<file path="src/rtl/lenet_pkg.sv">
// Shared LeNet front-end definitions: default pixel width, image geometry and pixel type.
package lenet_pkg;

  localparam int BIT_WIDTH = 8;
  localparam int IMG_W     = 28;
  localparam int IMG_H     = 28;
  localparam int COL_W     = $clog2(IMG_W);
  localparam int ROW_W     = $clog2(IMG_H);

  typedef logic signed [BIT_WIDTH-1:0] pix_t;

endpackage

</file>
<file path="src/rtl/line_delay.sv">
// Enable-gated circular buffer: dout is the sample written DEPTH enabled cycles earlier.
module line_delay #(
  parameter int BIT_WIDTH = 8,
  parameter int DEPTH     = 28
) (
  input  logic                        clk,
  input  logic                        rst_n,
  input  logic                        en,
  input  logic signed [BIT_WIDTH-1:0] din,
  output logic signed [BIT_WIDTH-1:0] dout
);

  localparam int PTR_W = (DEPTH > 1) ? $clog2(DEPTH) : 1;

  logic signed [BIT_WIDTH-1:0] mem_q [DEPTH];
  logic signed [BIT_WIDTH-1:0] mem_d [DEPTH];
  logic [PTR_W-1:0]            ptr_q, ptr_d;

  // Read happens before the overwrite at the same slot, giving exactly DEPTH samples of delay.
  assign dout = mem_q[ptr_q];

  always_comb begin
    mem_d = mem_q;
    ptr_d = ptr_q;
    if (en) begin
      mem_d[ptr_q] = din;
      ptr_d        = (ptr_q == PTR_W'(DEPTH - 1)) ? '0 : ptr_q + 1'b1;
    end
  end

  always_ff @(posedge clk or negedge rst_n) begin
    if (!rst_n) begin
      ptr_q <= '0;
      for (int i = 0; i < DEPTH; i++) mem_q[i] <= '0;
    end else begin
      ptr_q <= ptr_d;
      for (int i = 0; i < DEPTH; i++) mem_q[i] <= mem_d[i];
    end
  end

endmodule

</file>
<file path="src/rtl/conv_window_gen.sv">
// Raster pixel stream to 3x3 stride-1 sliding window. Optional CONV_WIN_COORD_EN adds the
// output-map coordinate (win_row, win_col) of each window.
module conv_window_gen #(
  parameter int BIT_WIDTH = lenet_pkg::BIT_WIDTH,
  parameter int IMG_W     = lenet_pkg::IMG_W,
  parameter int IMG_H     = lenet_pkg::IMG_H
) (
  input  logic                        clk,
  input  logic                        rst_n,
  input  logic                        frame_start,
  input  logic                        pix_valid,
  input  logic signed [BIT_WIDTH-1:0] pix_in,
  output logic signed [BIT_WIDTH-1:0] win1,
  output logic signed [BIT_WIDTH-1:0] win2,
  output logic signed [BIT_WIDTH-1:0] win3,
  output logic signed [BIT_WIDTH-1:0] win4,
  output logic signed [BIT_WIDTH-1:0] win5,
  output logic signed [BIT_WIDTH-1:0] win6,
  output logic signed [BIT_WIDTH-1:0] win7,
  output logic signed [BIT_WIDTH-1:0] win8,
  output logic signed [BIT_WIDTH-1:0] win9,
`ifdef CONV_WIN_COORD_EN
  output logic [$clog2(IMG_H)-1:0]    win_row,
  output logic [$clog2(IMG_W)-1:0]    win_col,
`endif
  output logic                        win_valid,
  output logic                        frame_done
);

  localparam int COL_W = $clog2(IMG_W);
  localparam int ROW_W = $clog2(IMG_H);

  // Handshake: pix_valid qualifies pix_in and every valid pixel is consumed (no ready);
  // win_valid qualifies win1..win9 for exactly one cycle and cannot be stalled.
  logic [COL_W-1:0] col_q, col_d, cur_col;
  logic [ROW_W-1:0] row_q, row_d, cur_row;
  logic signed [BIT_WIDTH-1:0] sh_q  [9];
  logic signed [BIT_WIDTH-1:0] sh_d  [9];
  logic signed [BIT_WIDTH-1:0] win_q [9];
  logic signed [BIT_WIDTH-1:0] win_d [9];
  logic win_valid_q, win_valid_d;
  logic frame_done_q, frame_done_d;
  logic signed [BIT_WIDTH-1:0] line1_out, line2_out;
`ifdef CONV_WIN_COORD_EN
  logic [ROW_W-1:0] wrow_q, wrow_d;
  logic [COL_W-1:0] wcol_q, wcol_d;
`endif

  line_delay #(.BIT_WIDTH(BIT_WIDTH), .DEPTH(IMG_W)) u_line1 (
    .clk  (clk),
    .rst_n(rst_n),
    .en   (pix_valid),
    .din  (pix_in),
    .dout (line1_out)
  );

  line_delay #(.BIT_WIDTH(BIT_WIDTH), .DEPTH(IMG_W)) u_line2 (
    .clk  (clk),
    .rst_n(rst_n),
    .en   (pix_valid),
    .din  (line1_out),
    .dout (line2_out)
  );

  always_comb begin
    cur_col      = frame_start ? '0 : col_q;
    cur_row      = frame_start ? '0 : row_q;
    col_d        = cur_col;
    row_d        = cur_row;
    sh_d         = sh_q;
    win_d        = win_q;
    win_valid_d  = 1'b0;
    frame_done_d = 1'b0;
`ifdef CONV_WIN_COORD_EN
    wrow_d = wrow_q;
    wcol_d = wcol_q;
`endif
    if (pix_valid) begin
      if (cur_col == COL_W'(IMG_W - 1)) begin
        col_d = '0;
        row_d = (cur_row == ROW_W'(IMG_H - 1)) ? '0 : cur_row + 1'b1;
      end else begin
        col_d = cur_col + 1'b1;
      end
      // Row-major 3x3: shift left, new right column comes from the two delay lines and the input.
      for (int i = 0; i < 3; i++) begin
        sh_d[3*i]   = sh_q[3*i+1];
        sh_d[3*i+1] = sh_q[3*i+2];
      end
      sh_d[2] = line2_out;
      sh_d[5] = line1_out;
      sh_d[8] = pix_in;
      win_valid_d  = (cur_row >= ROW_W'(2)) && (cur_col >= COL_W'(2));
      frame_done_d = (cur_row == ROW_W'(IMG_H - 1)) && (cur_col == COL_W'(IMG_W - 1));
      if (win_valid_d) begin
        win_d = sh_d;
`ifdef CONV_WIN_COORD_EN
        wrow_d = cur_row - ROW_W'(2);
        wcol_d = cur_col - COL_W'(2);
`endif
      end
    end
  end

  always_ff @(posedge clk or negedge rst_n) begin
    if (!rst_n) begin
      col_q        <= '0;
      row_q        <= '0;
      win_valid_q  <= 1'b0;
      frame_done_q <= 1'b0;
      for (int i = 0; i < 9; i++) begin
        sh_q[i]  <= '0;
        win_q[i] <= '0;
      end
`ifdef CONV_WIN_COORD_EN
      wrow_q <= '0;
      wcol_q <= '0;
`endif
    end else begin
      col_q        <= col_d;
      row_q        <= row_d;
      win_valid_q  <= win_valid_d;
      frame_done_q <= frame_done_d;
      for (int i = 0; i < 9; i++) begin
        sh_q[i]  <= sh_d[i];
        win_q[i] <= win_d[i];
      end
`ifdef CONV_WIN_COORD_EN
      wrow_q <= wrow_d;
      wcol_q <= wcol_d;
`endif
    end
  end

  assign win1       = win_q[0];
  assign win2       = win_q[1];
  assign win3       = win_q[2];
  assign win4       = win_q[3];
  assign win5       = win_q[4];
  assign win6       = win_q[5];
  assign win7       = win_q[6];
  assign win8       = win_q[7];
  assign win9       = win_q[8];
  assign win_valid  = win_valid_q;
  assign frame_done = frame_done_q;
`ifdef CONV_WIN_COORD_EN
  assign win_row = wrow_q;
  assign win_col = wcol_q;
`endif

endmodule

</file>
<file path="config.mk">
export PLATFORM = sky130hd
export DESIGN_NAME = conv_window_gen
export DESIGN_NICKNAME = d
export VERILOG_FILES = /design/src/rtl/lenet_pkg.sv /design/src/rtl/line_delay.sv /design/src/rtl/conv_window_gen.sv
export SDC_FILE = /design/constraint.sdc
export NUM_CORES = 1
export LEC_CHECK = 0
export BUFFER_PORTS_ARGS = -buffer_cell sky130_fd_sc_hd__buf_2
export CAP_MARGIN = 20
export CORE_MARGIN = 2
export CORE_UTILIZATION = 54
export CTS_BUF_LIST = sky130_fd_sc_hd__clkbuf_16
export DETAILED_ROUTE_END_ITERATION = 8
export HOLD_SLACK_MARGIN = 0.1
export PLACE_DENSITY = 0.75
export SKIP_LAST_GASP = 1
export SYNTH_ARGS = -nofsm -noshare
export SYNTH_HDL_FRONTEND = slang
export SYNTH_SLANG_ARGS = --single-unit
</file>
<file path="constraint.sdc">
create_clock -name clk -period 3.35 [get_ports clk]
set_clock_uncertainty 0.1 [all_clocks]
set_input_delay 0.67 -clock clk [delete_from_list [all_inputs] [get_ports clk]]
set_output_delay 0.67 -clock clk [all_outputs]
set_load 0.05 [all_outputs]
</file>
# After elaboration in Yosys (flattened, before gate mapping)
# Cells that the tools add are included.
word_totals:
  reg_bits: 590
  output_inout_bits: 74
op_classes:
  addsub: 4
  magnitude_cmp: 6
  n_eq_ne: 4
  muxes: 23
  bitwise: 2
  n_reduce_logical: 5
op_table:
  columns: ["cell", "count"]
  rows:
  - ["bitwise mux 224 bit", 2]
  - ["binary-select mux 8 bit (select 5 bit)", 2]
  - ["demux 8 bit (select 5 bit)", 2]
  - ["2-to-1 mux 8 bit", 6]
  - ["2-to-1 mux 5 bit", 9]
  - ["adder 5 x 1 -> 5 bit (second input constant)", 4]
  - ["equality test 5 bit (second input constant)", 4]
  - ["greater-or-equal comparator 6 bit (second input constant)", 2]
  - ["< comparator 6 x 1 -> 1 bit (second input constant)", 2]
  - ["inverter 5 -> 6 bit", 2]
  - ["greater-or-equal comparator 5 x 2 -> 1 bit (second input constant)", 2]
  - ["logical AND 1 bit", 4]
  - ["2-to-1 mux 1 bit", 2]
  - ["AND reduction 2 bit", 1]

# Logic depth before layout (Yosys ltp)
depth:
  word_depth: 6
  depth_mapped: 11
  ltp_nobuf: 7

# Modules after synthesis
# Synthesis repeated with hierarchy kept, for this count alone.
hier_totals:
  hier_cells: 1813
  hier_area_um2: 26935.8
by_module_without_submodules:
  columns: ["module", "instances", "cells_each", "area_per_inst_um2"]
  rows:
  - ["line_delay (u_line2)", 1, 781, 10830.4]
  - ["line_delay (u_line1)", 1, 719, 10666.5]
  - ["conv_window_gen", 1, 313, 5439.0]

# Worst setup path before layout
# OpenSTA, ideal clock, no wires.
synth_path:
  kind: "register to register"
  from: "register u_line2.ptr_q[1]"
  to: "register u_line2.mem_q[116] in the netlist's numbering"
  setup_time_ns: 0.078
  t_arrival_ns: 2.504
  slack_ns: 0.668
  stages_incl_launch_ff: 11
  path_buffers: 4
  period_less_slack_ns: 2.682
  cell_sequence: "dfrtp_1 > buf_2 > buf_1 > buf_1 > inv_1 > ha_1 > nand3_1 > nor3b_1 > clkbuf_1 > nor2_1 > a21oi_1"
synth_via:
  elab_chain_len: 6
  elab_cells_between_ends: 7
synth_rtl:
  columns: ["element", "line_no", "rtl"]
  rows:
  - ["start, declared", "line_delay.sv:17", "logic [PTR_W-1:0] ptr_q, ptr_d;"]
  - ["start signal, assigned", "line_delay.sv:36", "ptr_q <= ptr_d;"]
  - ["inverter 5 -> 6 bit (not written as such) *", "line_delay.sv:26", "mem_d[ptr_q] = din;"]
  - ["greater-or-equal comparator 6 bit (not written as such) or < comparator 6 x 1 -> 1 bit (tied branches)", "line_delay.sv:26", null]
  - ["logical AND 1 bit (not written as such)", "line_delay.sv:26", null]
  - ["2-to-1 mux 8 bit (not written as such)", "line_delay.sv:26", null]
  - ["demux 8 bit (select 5 bit) *", "line_delay.sv:26", null]
  - ["bitwise mux 224 bit *", "line_delay.sv:26", null]
  - ["end, declared", "line_delay.sv:15", "logic signed [BIT_WIDTH-1:0] mem_q [DEPTH];"]
# Every way passes the cells marked *; elsewhere a longest branch is shown, timed or not.
# A chain may end at the register's enable or synchronous reset.

# Final worst setup path
layout_path:
  from: "register u_line1.ptr_q[1]"
  to: "register u_line2.mem_q[47] in the netlist's numbering"
layout_via:
  elab_chain_len: 5
layout_rtl:
  columns: ["element", "line_no", "rtl"]
  rows:
  - ["start, declared", "line_delay.sv:17", null]
  - ["start signal, assigned", "line_delay.sv:36", null]
  - ["inverter 5 -> 6 bit (not written as such)", "line_delay.sv:20", "assign dout = mem_q[ptr_q];"]
  - ["binary-select mux 8 bit (select 5 bit)", "line_delay.sv:20", null]
  - ["2-to-1 mux 8 bit (not written as such) (2 in series)", "line_delay.sv:20", null]
  - ["bitwise mux 224 bit", "line_delay.sv:26", null]
# Every way passes these cells. The select of a mux whose other input is x is not followed.

==> flow_metrics.env <==
export IMPL_status="completed"
export IMPL_grt_pass1_wl_um=98500
export IMPL_first_pass_iters=8
export IMPL_die_x_um=225
export IMPL_netlist_instances=2081
export IMPL_rows=80
export IMPL_viasPerCell=6.03
export IMPL_irDropWorstVdd_mv=0.715
export IMPL_h_tree_depth=2
export IMPL_yosysTopAreaCellShare_pct=56.1
export IMPL_max_cap_violations=0
export IMPL_min_path_cells=2
export IMPL_timing_hold_ws_ns=0.260
export IMPL_synth_distinct_cells=64
export IMPL_numCtsBuffers=58
export IMPL_die_area_mm2=0.0505
export IMPL_crit_buf_inv=2
export IMPL_antenna_left=0
export IMPL_worstSkewPairLatency_ns=0.63
export IMPL_dp_hpwl_um=39400
export IMPL_path_max_fanout=30
export IMPL_hold_path_class="in2reg"
export IMPL_async_flop_share_pct=100
export IMPL_cts_sinks=590
export IMPL_gp_congestion=0.861
export IMPL_p_leak_nw=13.7
export IMPL_ys_flop_type="dfrtp_1"
export IMPL_grt_usage_pct=25.1
export IMPL_syn_avg_cell_area_um2=12.6
export IMPL_fin_setup_tns_ns=0
export IMPL_finalWorstSetupSlack_ns=0.417
export IMPL_drt_initial_drc_count=1401
export IMPL_timing_final_crit_share_pct=87.6
export IMPL_setup_viol=0
export IMPL_drv_slew=0
export IMPL_clockRootBuffer="clkbuf_16"
export IMPL_synth_edf_count=0
export IMPL_n_antenna_cell=0
export IMPL_required_ns=3.73
export IMPL_clk_pin_slew_ns=0.06
export IMPL_finalHoldViolations=0
export IMPL_clockBufferDepth=3
export IMPL_nets=2181
export IMPL_drive_gt1_share_pct=32.8
export IMPL_wl_per_cell_um=22.0
export IMPL_power_density_mw_per_mm2=947
export IMPL_worstHoldEndpoint="row_q[4]"
export IMPL_start_util_pct=54.9
export IMPL_synth_area_mm2=0.0263
export IMPL_area_delta_synth_final_pct=12.9
export IMPL_drcViolationCount=0
export IMPL_vias=17000
export IMPL_reg2reg_slack_ns=0.42
export IMPL_fmax_mhz=341
export IMPL_cp_arrival_ns=3.31
export IMPL_cp_slowest_cell="dfrtp_4"
export IMPL_r2r_cells=7
export IMPL_crit_type="reg2reg"
export IMPL_min_from="frame_start"
export IMPL_path_cells="buf_4 > mux2i_1 > nor3_1 > o41ai_2 > and3_4 > buf_12 > a21oi_2"
export IMPL_cp_start_kind="register"
export IMPL_crit_path_max_incr_delay_ns=0.71
export IMPL_grt_pass1_vias=17300
export IMPL_ctsResizeCount=0
export IMPL_final_util_pct=62.0
export IMPL_syn_nets=2101
export IMPL_synth_top_area_cell="dfrtp_1"
export IMPL_overflow=0
export IMPL_synth_area_leaders="dfrtp_1, mux2_2, mux2i_1"
export IMPL_timing_slew_headroom_pct=31.9
export IMPL_worst_pin_slew_ns=1.02
export IMPL_post_place_ws_ns=0.510
export IMPL_ios=86
export IMPL_ys_seq_elements=590
export IMPL_wl_um=62200
export IMPL_port_buffers=85
export IMPL_ys_seq_area_share_pct=56.1
export IMPL_endpoint_kind="register"
export IMPL_antenna_found_initial=0
export IMPL_rr_startpoint="u_line1.ptr_q[1]"
export IMPL_grt_max_degree=86
export IMPL_yosysWarnings=0
export IMPL_timing_rr_end="u_line2.mem_q[47]"
export IMPL_tritoncts="yes"
export IMPL_dieHeight_um=225
export IMPL_final_cell_mix="dfrtp_1, mux2_2, nor2_1"
export IMPL_final_common_cell="dfrtp_1"
export IMPL_finalCriticalPeriod_ns=2.93
export IMPL_design_core_area_mm2=0.0479
export IMPL_grt_setup_unrepaired="false"
export IMPL_cp_top_family="flip-flops"
==> cell usage after synthesis (9+ instances only) <==
library cell / instances
mux2_1: 59
buf_1: 14
o21ai_1: 41
a22oi_1: 18
nor3_1: 11
a211oi_1: 11
nand3_1: 19
a31oi_1: 28
nor2_1: 198
o22ai_1: 29
mux2i_1: 128
dfrtp_1: 590
buf_6: 18
o21ai_2: 29
mux2_2: 293
nor2_2: 12
nand2_1: 105
nand2b_1: 9
clkbuf_1: 95
buf_2: 35
mux4_2: 40
a21oi_2: 60
a21oi_1: 98
nor2b_1: 22
==> kinds of logic (layout without fill, tap and decap cells) <==
logic type	Yosys count	after routing	synth area share [%]
flops	590	590	56.1
mux	521	521	23.4
simple gates	433	433	7.66
compound gates	352	352	9.07
buf+inv	170	297	3.12
fa+ha+maj	8	8	0.380
xor+xnor	7	7	0.233
==> registers in the layout, indices dropped and copies added (netlist names), 5 cells and up <==
name	count
win1	8
col_q	5
win6	8
u_line2.ptr_q	5
win3	8
win2	8
win9	8
u_line1.mem_q	224
row_q	5
win4	8
u_line2.mem_q	224
win5	8
win8	8
sh_q	48
win7	8
u_line1.ptr_q	5
==> per-stage QoR <==
| step | std cells | area (µm²) | total power [mW] |
|---|---|---|---|
| 6_report | 2823 | 29700 | 28.1 |
| 4_1_cts | 2819 | 29700 | 28.1 |
| 3_5_place_dp | 2711 | 27700 | 21.4 |
| 2_1_floorplan | 2081 | 26300 | 18.3 |
| 3_3_place_gp | 2711 | 27700 | 20.9 |
| 5_1_grt | 2823 | 29700 | 29.5 |
==> power by group <==
| group | switching (mW) | total [mW] | internal, mW |
|---|---|---|---|
| logic | 5.64 | 10.0 | 4.37 |
| registers | 1.73 | 11.5 | 9.74 |
| clock network | 2.77 | 6.66 | 3.89 |
==> how the worst max path moves through the flow <==
stage | start | to | slack, ns | depth (start not counted)
final | u_line1.ptr_q[1] | u_line2.mem_q[47] | 0.42 | 7
after global routing | u_line1.ptr_q[1] | u_line2.mem_q[47] | 0.38 | 7
after CTS | u_line1.ptr_q[1] | u_line2.mem_q[79] | 0.50 | 7
after detailed placement | u_line1.ptr_q[1] | u_line2.mem_q[47] | 0.51 | 7
after global placement | u_line1.ptr_q[1] | u_line2.mem_q[79] | 0.54 | 7
after floorplan | u_line2.ptr_q[1] | u_line2.mem_q[116] | 0.67 | 10
==> final cells by class <==
type / count / area (µm²)
well taps: 615 / 769
clock inverters: 48 / 469
fillers: 3500 / 18200
repair buffers: 183 / 1410
multi-input cells: 1321 / 10800
clock buffers: 59 / 1480
flip-flops and latches: 590 / 14800
inverters: 7 / 26.3
==> layer usage <==
layer | track usage [%] | part of all wire, %
met5 | 0 | 0
met4 | 8.35 | 2.9
met3 | 5.59 | 6.5
met2 | 39.5 | 47
met1 | 34.8 | 44
==> what timing repair did <==
| item | in CTS | in global routing |
|---|---|---|
| hold buffers | 1 | 0 |
| setup endpoints to repair | 0 | 0 |
| buffers inserted | 0 | 0 |
| endpoints found under the hold margin | 55 | 0 |
Note: power is estimated with default switching activity, not from simulation.
